### config.mk
export PLATFORM = sky130hd
export DESIGN_NAME = button_event_arbiter
export DESIGN_NICKNAME = d
export VERILOG_FILES = /design/src/rtl/button_pkg.sv /design/src/rtl/btn_repeat_fsm.sv /design/src/rtl/button_event_arbiter.sv
export SDC_FILE = /design/constraint.sdc
export NUM_CORES = 1
export LEC_CHECK = 0
export BUFFER_PORTS_ARGS = -buffer_cell sky130_fd_sc_hd__buf_4
export CORE_MARGIN = 4
export CORE_UTILIZATION = 53
export CTS_CLUSTER_DIAMETER = 200
export CTS_CLUSTER_SIZE = 28
export DETAILED_ROUTE_END_ITERATION = 7
export PLACE_DENSITY = 0.68
export SKIP_LAST_GASP = 1
export SYNTH_ARGS = -nofsm -noshare
export SYNTH_HDL_FRONTEND = slang
export SYNTH_SLANG_ARGS = --single-unit
### constraint.sdc
create_clock -name clk -period 3.6 [get_ports clk]
set_input_delay 0.18 -clock clk [delete_from_list [all_inputs] [get_ports clk]]
set_output_delay 0.18 -clock clk [all_outputs]
set_load 0.01 [all_outputs]
### src/rtl/button_pkg.sv
// Shared types and constants for the button event arbiter.
package button_pkg;

  // Per-button auto-repeat state
  typedef enum logic [1:0] {
    IDLE   = 2'd0,
    DELAY  = 2'd1,
    REPEAT = 2'd2
  } btn_state_t;

  // Width of the per-button millisecond counter
  localparam int MS_CNT_W = 16;

  // Default number of buttons served by the arbiter
  localparam int N_BTN_DEFAULT = 4;

endpackage

### src/rtl/btn_repeat_fsm.sv
// Per-button press / auto-repeat sequencer: emits a one-cycle event strobe
// with a flag telling whether it is the initial press or an auto-repeat.
module btn_repeat_fsm
  import button_pkg::*;
#(
  parameter int REPEAT_DELAY_MS = 500,
  parameter int REPEAT_RATE_MS  = 100
) (
  input  logic clk,
  input  logic rst,
  input  logic press,
  input  logic level,
  input  logic ms_tick,
  output logic evt,
  output logic rep
);

  localparam logic [MS_CNT_W-1:0] DELAY_LAST = MS_CNT_W'(REPEAT_DELAY_MS - 1);
  localparam logic [MS_CNT_W-1:0] RATE_LAST  = MS_CNT_W'(REPEAT_RATE_MS - 1);

  btn_state_t            state;
  logic [MS_CNT_W-1:0]   ms_cnt;

  // State, millisecond counter and registered event strobe
  always_ff @(posedge clk or posedge rst) begin
    if (rst) begin
      state  <= IDLE;
      ms_cnt <= '0;
      evt    <= 1'b0;
      rep    <= 1'b0;
    end else begin
      evt <= 1'b0;
      case (state)
        IDLE: begin
          if (press) begin
            evt    <= 1'b1;
            rep    <= 1'b0;
            ms_cnt <= '0;
            state  <= DELAY;
          end
        end
        DELAY: begin
          if (!level) begin
            ms_cnt <= '0;
            state  <= IDLE;
          end else if (ms_tick) begin
            if (ms_cnt == DELAY_LAST) begin
              evt    <= 1'b1;
              rep    <= 1'b1;
              ms_cnt <= '0;
              state  <= REPEAT;
            end else begin
              ms_cnt <= ms_cnt + MS_CNT_W'(1);
            end
          end
        end
        REPEAT: begin
          if (!level) begin
            ms_cnt <= '0;
            state  <= IDLE;
          end else if (ms_tick) begin
            if (ms_cnt == RATE_LAST) begin
              evt    <= 1'b1;
              rep    <= 1'b1;
              ms_cnt <= '0;
            end else begin
              ms_cnt <= ms_cnt + MS_CNT_W'(1);
            end
          end
        end
        default: begin
          ms_cnt <= '0;
          state  <= IDLE;
        end
      endcase
    end
  end

endmodule

### src/rtl/button_event_arbiter.sv
// Collects press / auto-repeat events from N_BTN buttons, parks them in
// per-button pending slots and offers them one at a time on a valid/ready
// output using round-robin arbitration.
module button_event_arbiter
  import button_pkg::*;
#(
  parameter int CLK_FREQ        = 50_000_000,
  parameter int N_BTN           = N_BTN_DEFAULT,
  parameter int REPEAT_DELAY_MS = 500,
  parameter int REPEAT_RATE_MS  = 100
) (
  input  logic                     clk,
  input  logic                     rst,
  input  logic [N_BTN-1:0]         btn_level,
  output logic                     evt_valid,
  input  logic                     evt_ready,
  output logic [$clog2(N_BTN)-1:0] evt_id,
  output logic                     evt_repeat,
  output logic                     drop_pulse
);

  localparam int ID_W    = $clog2(N_BTN);
  localparam int DIV     = CLK_FREQ / 1000;
  localparam int PRESC_W = (DIV > 1) ? $clog2(DIV) : 1;
  localparam logic [PRESC_W-1:0] PRESC_LAST = PRESC_W'(DIV - 1);

  logic [PRESC_W-1:0] presc;
  logic               ms_tick;
  logic [N_BTN-1:0]   prev;
  logic               armed;
  logic [N_BTN-1:0]   press;
  logic [N_BTN-1:0]   fsm_evt;
  logic [N_BTN-1:0]   fsm_rep;
  logic [N_BTN-1:0]   pending;
  logic [N_BTN-1:0]   rep_flag;
  logic [N_BTN-1:0]   pending_nxt;
  logic [N_BTN-1:0]   rep_nxt;
  logic               drop_nxt;
  logic [ID_W-1:0]    ptr;
  logic               grant_any;
  logic [ID_W-1:0]    grant_idx;
  logic [ID_W:0]      probe;
  logic               load;
  logic               grant;

  assign ms_tick = (presc == PRESC_LAST);

  // Free-running millisecond prescaler
  always_ff @(posedge clk or posedge rst) begin
    if (rst) presc <= '0;
    else     presc <= ms_tick ? '0 : presc + PRESC_W'(1);
  end

  // Previous level; armed blocks a press seen on the first cycle after reset
  always_ff @(posedge clk or posedge rst) begin
    if (rst) begin
      prev  <= '0;
      armed <= 1'b0;
    end else begin
      prev  <= btn_level;
      armed <= 1'b1;
    end
  end

  assign press = btn_level & ~prev & {N_BTN{armed}};

  for (genvar i = 0; i < N_BTN; i++) begin : g_fsm
    btn_repeat_fsm #(
      .REPEAT_DELAY_MS (REPEAT_DELAY_MS),
      .REPEAT_RATE_MS  (REPEAT_RATE_MS)
    ) u_fsm (
      .clk     (clk),
      .rst     (rst),
      .press   (press[i]),
      .level   (btn_level[i]),
      .ms_tick (ms_tick),
      .evt     (fsm_evt[i]),
      .rep     (fsm_rep[i])
    );
  end

  assign load  = !evt_valid || evt_ready;
  assign grant = load && grant_any;

  // Round-robin search starting at ptr, wrapping at N_BTN
  always_comb begin
    grant_any = 1'b0;
    grant_idx = '0;
    probe     = '0;
    for (int k = 0; k < N_BTN; k++) begin
      probe = {1'b0, ptr} + (ID_W+1)'(k);
      if (probe >= (ID_W+1)'(N_BTN)) probe = probe - (ID_W+1)'(N_BTN);
      if (!grant_any && pending[probe[ID_W-1:0]]) begin
        grant_any = 1'b1;
        grant_idx = probe[ID_W-1:0];
      end
    end
  end

  // Pending update: grant clears first, so a same-cycle new event wins the slot
  always_comb begin
    pending_nxt = pending;
    rep_nxt     = rep_flag;
    drop_nxt    = 1'b0;
    if (grant) pending_nxt[grant_idx] = 1'b0;
    for (int i = 0; i < N_BTN; i++) begin
      if (fsm_evt[i]) begin
        if (pending_nxt[i]) begin
          drop_nxt = 1'b1;
        end else begin
          pending_nxt[i] = 1'b1;
          rep_nxt[i]     = fsm_rep[i];
        end
      end
    end
  end

  // Pending slots, repeat flags and drop indication
  always_ff @(posedge clk or posedge rst) begin
    if (rst) begin
      pending    <= '0;
      rep_flag   <= '0;
      drop_pulse <= 1'b0;
    end else begin
      pending    <= pending_nxt;
      rep_flag   <= rep_nxt;
      drop_pulse <= drop_nxt;
    end
  end

  // Output register and round-robin pointer
  always_ff @(posedge clk or posedge rst) begin
    if (rst) begin
      evt_valid  <= 1'b0;
      evt_id     <= '0;
      evt_repeat <= 1'b0;
      ptr        <= '0;
    end else if (load) begin
      if (grant_any) begin
        evt_valid  <= 1'b1;
        evt_id     <= grant_idx;
        evt_repeat <= rep_flag[grant_idx];
        ptr        <= (grant_idx == ID_W'(N_BTN - 1)) ? '0 : grant_idx + ID_W'(1);
      end else begin
        evt_valid  <= 1'b0;
      end
    end
  end

endmodule

==> reports/results.md <==
Logic synthesis
• 0 — Warnings, synthesis
• 9.66 µm² — synthesized area per cell
• dfrtp_1 — predominant post-synthesis flop cell
• 42.6% — portion of the post-synthesis area used by sequential elements
• 736 — net count of the mapped netlist
• 116 — number of synthesized register bits
• 6820 µm² — Cell Area, Synth
• 100% — Async SR Flop Fraction
• 0 — number of flops mapped to enable cells by yosys
• 706 — number of cells produced by synthesis
• 79 — Yosys cell types

Die
• 14700 µm² — area of the die
• 54.0% — starting density of the core
• 41 — number of cell rows
• 121 µm — Die H
• 12 — Top-Level Pins
• 121 µm — width of the die
• 12600 µm² — core area

Place
• 11 — count of input and output buffers
• 0.894 — global placement routability congestion
• 10.0 mm — DP HPWL

STA
• 2790 ps — post-route minimum period
• 0 — endpoints failing hold
• 0 — number of setup violations in the final report
• 223 ps — worst hold margin
• 0 ps — setup TNS
• 0 — Slew Limit Fails
• 7.19 ps — clock tree skew after final layout
• false — setup repair after global routing missed its margin
• 77.6% — post-route clock period utilization
• 18.7% — headroom to the max-slew limit
• 0.358 GHz — f_max
• 1210 ps — actual transition at the worst max-transition pin

Critical path
• 3100 ps — data arrival time of the critical path
• 14 — critical-path maximum fanout
• ha_1 > and3_1 > and4_1 > buf_4 > o21ai_1 > nor2b_1 > a221o_1 — series of cell instances along the critical path
• compound AO/OA/AOI/OAI gates — CP delay by family, top
• 810 ps — slack of the worst reg-to-reg path
• g_fsm[3].u_fsm.ms_cnt[3] — timing endpoint of the critical path
• 3910 ps — Required @ worst endpoint
• flip-flop — sort of element at the start of the critical path
• flip-flop — category of the worst setup path capture point
• presc[0] — reg2reg start
• reg2reg — kind of critical path
• 7 — depth of the worst register-to-register path
• 660 ps — delay of the slowest critical-path stage
• o21ai_1 — Critical Path Slowest Stage Cell
• 1 — Crit path buffers/inverters
• g_fsm[3].u_fsm.ms_cnt[3] — worst r2r dst
• presc[0] — CP startpoint
• 7 — Critical Path Stages

Clocking
• 17 — Inserted Clock Buffers
• yes — TritonCTS clock tree
• 420 ps — worst skew pair latency
• 0 — Setup Fix Bufs, Post-CTS
• 4 — depth of the CTS H-tree
• 116 — number of sinks on the clock net
• clkbuf_16 — buffer type at the clock tree root
• 2 — Clock Path Buffers
• 60 ps — clock edge transition at the registers on the reported setup and hold paths
• 0 — count of instances resized after the clock tree is built
• 5 — quantity of hold-fixing buffers added after cts

Route
• 379 — violation count after the first detailed-routing iteration
• 5573 — detailed-route via count
• 0 — DR DRC count
• 6.10 — via density per instance
• 16.3 µm — mean routed wirelength per cell
• 0 — antenna-violating nets left
• 14.9 mm — total detailed-routing wirelength
• 7 — 1st-pass router iterations

GRT
• 0 — grt ovf
• 26.0 mm — wire length of the first global-routing pass
• 70 — maximum number of pins on one net before global-route repair
• 0 — number of antenna violations at the first check in global routing
• 21.8% — total track usage
• 5522 — via count of the first global-routing pass

Final layout
• 0 — antenna diode count
• dfrtp_1 — most common cell after layout, fill and taps aside
• 12.1% — layout cell share with drive strength beyond 1
• 758 — number of nets in the final layout
• dfrtp_1 (116), nand2_1 (66), nor2_1 (52), nand3_1 (37), o21ai_0 (32) — most used cells in the layout excluding fill and tap cells
• 13.8% — Area Overhead vs Synth

Min path
• in2reg — hold crit path type
• 3 — hold-critical path depth

Pwr
• 599 nW/µm² — power per unit of standard cell area
• 0.00324 µW — leakage power
• 0.375 mV — maximum VDD drop

Run
• 0 — number of violations of the max-capacitance limit

Run status
• finished clean — run status

-- worst min path at each step --
stage            startpoint   endpoint
2_1_floorplan  btn_level[0]    prev[0]
3_3_place_gp   btn_level[3]    prev[3]
3_5_place_dp   btn_level[3]    prev[3]
4_1_cts           evt_ready  evt_valid
5_1_grt           evt_ready  evt_valid
6_report          evt_ready  evt_valid
-- power by group --
part / internal [µW] / total (µW) / switching [µW] / leakage (µW)
combinational: 476 / 1220 / 746 / 0.00138
sequential: 1450 / 1590 / 143 / 0.00155
clock: 1250 / 1830 / 582 / 0.000312
-- Yosys cell counts (5+ instances only) --
master | n | area [µm²]
dfrtp_1 | 116 | 2900
nand2_1 | 66 | 248
nor2_1 | 52 | 195
nand3_1 | 37 | 185
o21ai_0 | 32 | 160
inv_1 | 27 | 101
ha_1 | 23 | 288
xor2_1 | 23 | 201
a21oi_1 | 20 | 100
and3_1 | 18 | 113
a22o_1 | 16 | 140
nand4_1 | 15 | 93.8
nor4_1 | 15 | 93.8
o211ai_1 | 13 | 97.6
nand2b_1 | 12 | 75.1
clkbuf_1 | 10 | 37.5
nor3_1 | 10 | 50.1
nand3b_1 | 9 | 67.6
o2111ai_1 | 9 | 78.8
and4_1 | 8 | 70.1
mux2_2 | 8 | 90.1
nor2b_1 | 8 | 50.1
a221o_1 | 7 | 70.1
and2_1 | 7 | 43.8
buf_2 | 7 | 35.0
o31ai_1 | 7 | 52.6
a2bb2oi_1 | 6 | 52.6
mux2i_1 | 6 | 60.1
nand4b_1 | 6 | 52.6
o21a_1 | 6 | 45.0
or3_1 | 6 | 37.5
a21o_1 | 5 | 37.5
a22oi_1 | 5 | 37.5
o22ai_2 | 5 | 62.6
or2_2 | 5 | 31.3
xnor2_1 | 5 | 43.8
-- per-stage QoR --
step | setup slack (ps) | util, % | cells | power, µW | instance area [µm²]
after floorplan | 348 | - | 706 | 2520 | 6820
after global placement | 913 | 56.0 | 876 | 2780 | 7060
after detailed placement | 818 | 56.0 | 876 | 2810 | 7060
after CTS | 823 | 61.5 | 913 | 4670 | 7760
after global routing | 632 | 61.5 | 913 | 4920 | 7760
final | 806 | 61.5 | 913 | 4650 | 7760
-- area by class of cell --
type / count / area [µm²]
fillers: 1081 / 4860
multi-input cells: 543 / 3710
flip-flops and latches: 116 / 2900
clock buffers: 24 / 502
well taps: 172 / 215
repair buffers: 23 / 185
clock inverters: 8 / 145
inverters: 27 / 104
-- metal layers --
| layer | routed length, µm | part of all wire, % | vias up | track usage [%] |
|---|---|---|---|---|
| met4 | 184 | 1.2 | 0 | 7.07 |
| met1 | 6760 | 45 | 2719 | 28.2 |
| li1 | - | - | 2693 | - |
| met2 | 7250 | 49 | 145 | 35.1 |
| met5 | 0 | 0 | - | 0 |
| met3 | 701 | 4.7 | 16 | 6.62 |
-- sequential cells by signal, summed over array words and instances (netlist names), 2 cells and up --
| name | cells |
|---|---|
| evt_id | 2 |
| g_fsm.u_fsm.evt | 4 |
| g_fsm.u_fsm.ms_cnt | 64 |
| g_fsm.u_fsm.rep | 4 |
| g_fsm.u_fsm.state | 8 |
| pending | 4 |
| presc | 16 |
| prev | 4 |
| ptr | 2 |
| rep_flag | 4 |
-- tightest hold or removal path, cell delays in order --
cell	delay (ps)
buf_4	80
nand2b_1	250
nand2b_1	90
-- cells by family (layout without fill, tap and decap cells) --
group	count (synthesis)	count (layout)	share of synthesized area, %
AND/OR/NAND/NOR	299	299	24.0
AO/OA/AOI/OAI	177	177	20.1
flip-flops	116	116	42.6
buffers and inverters	47	82	3.06
XOR/XNOR	28	28	3.60
adder cells (fa/ha/maj)	23	23	4.22
multiplexers	15	15	2.37
other	1	1	0.0550
Note: power is estimated with default switching activity, not from simulation.
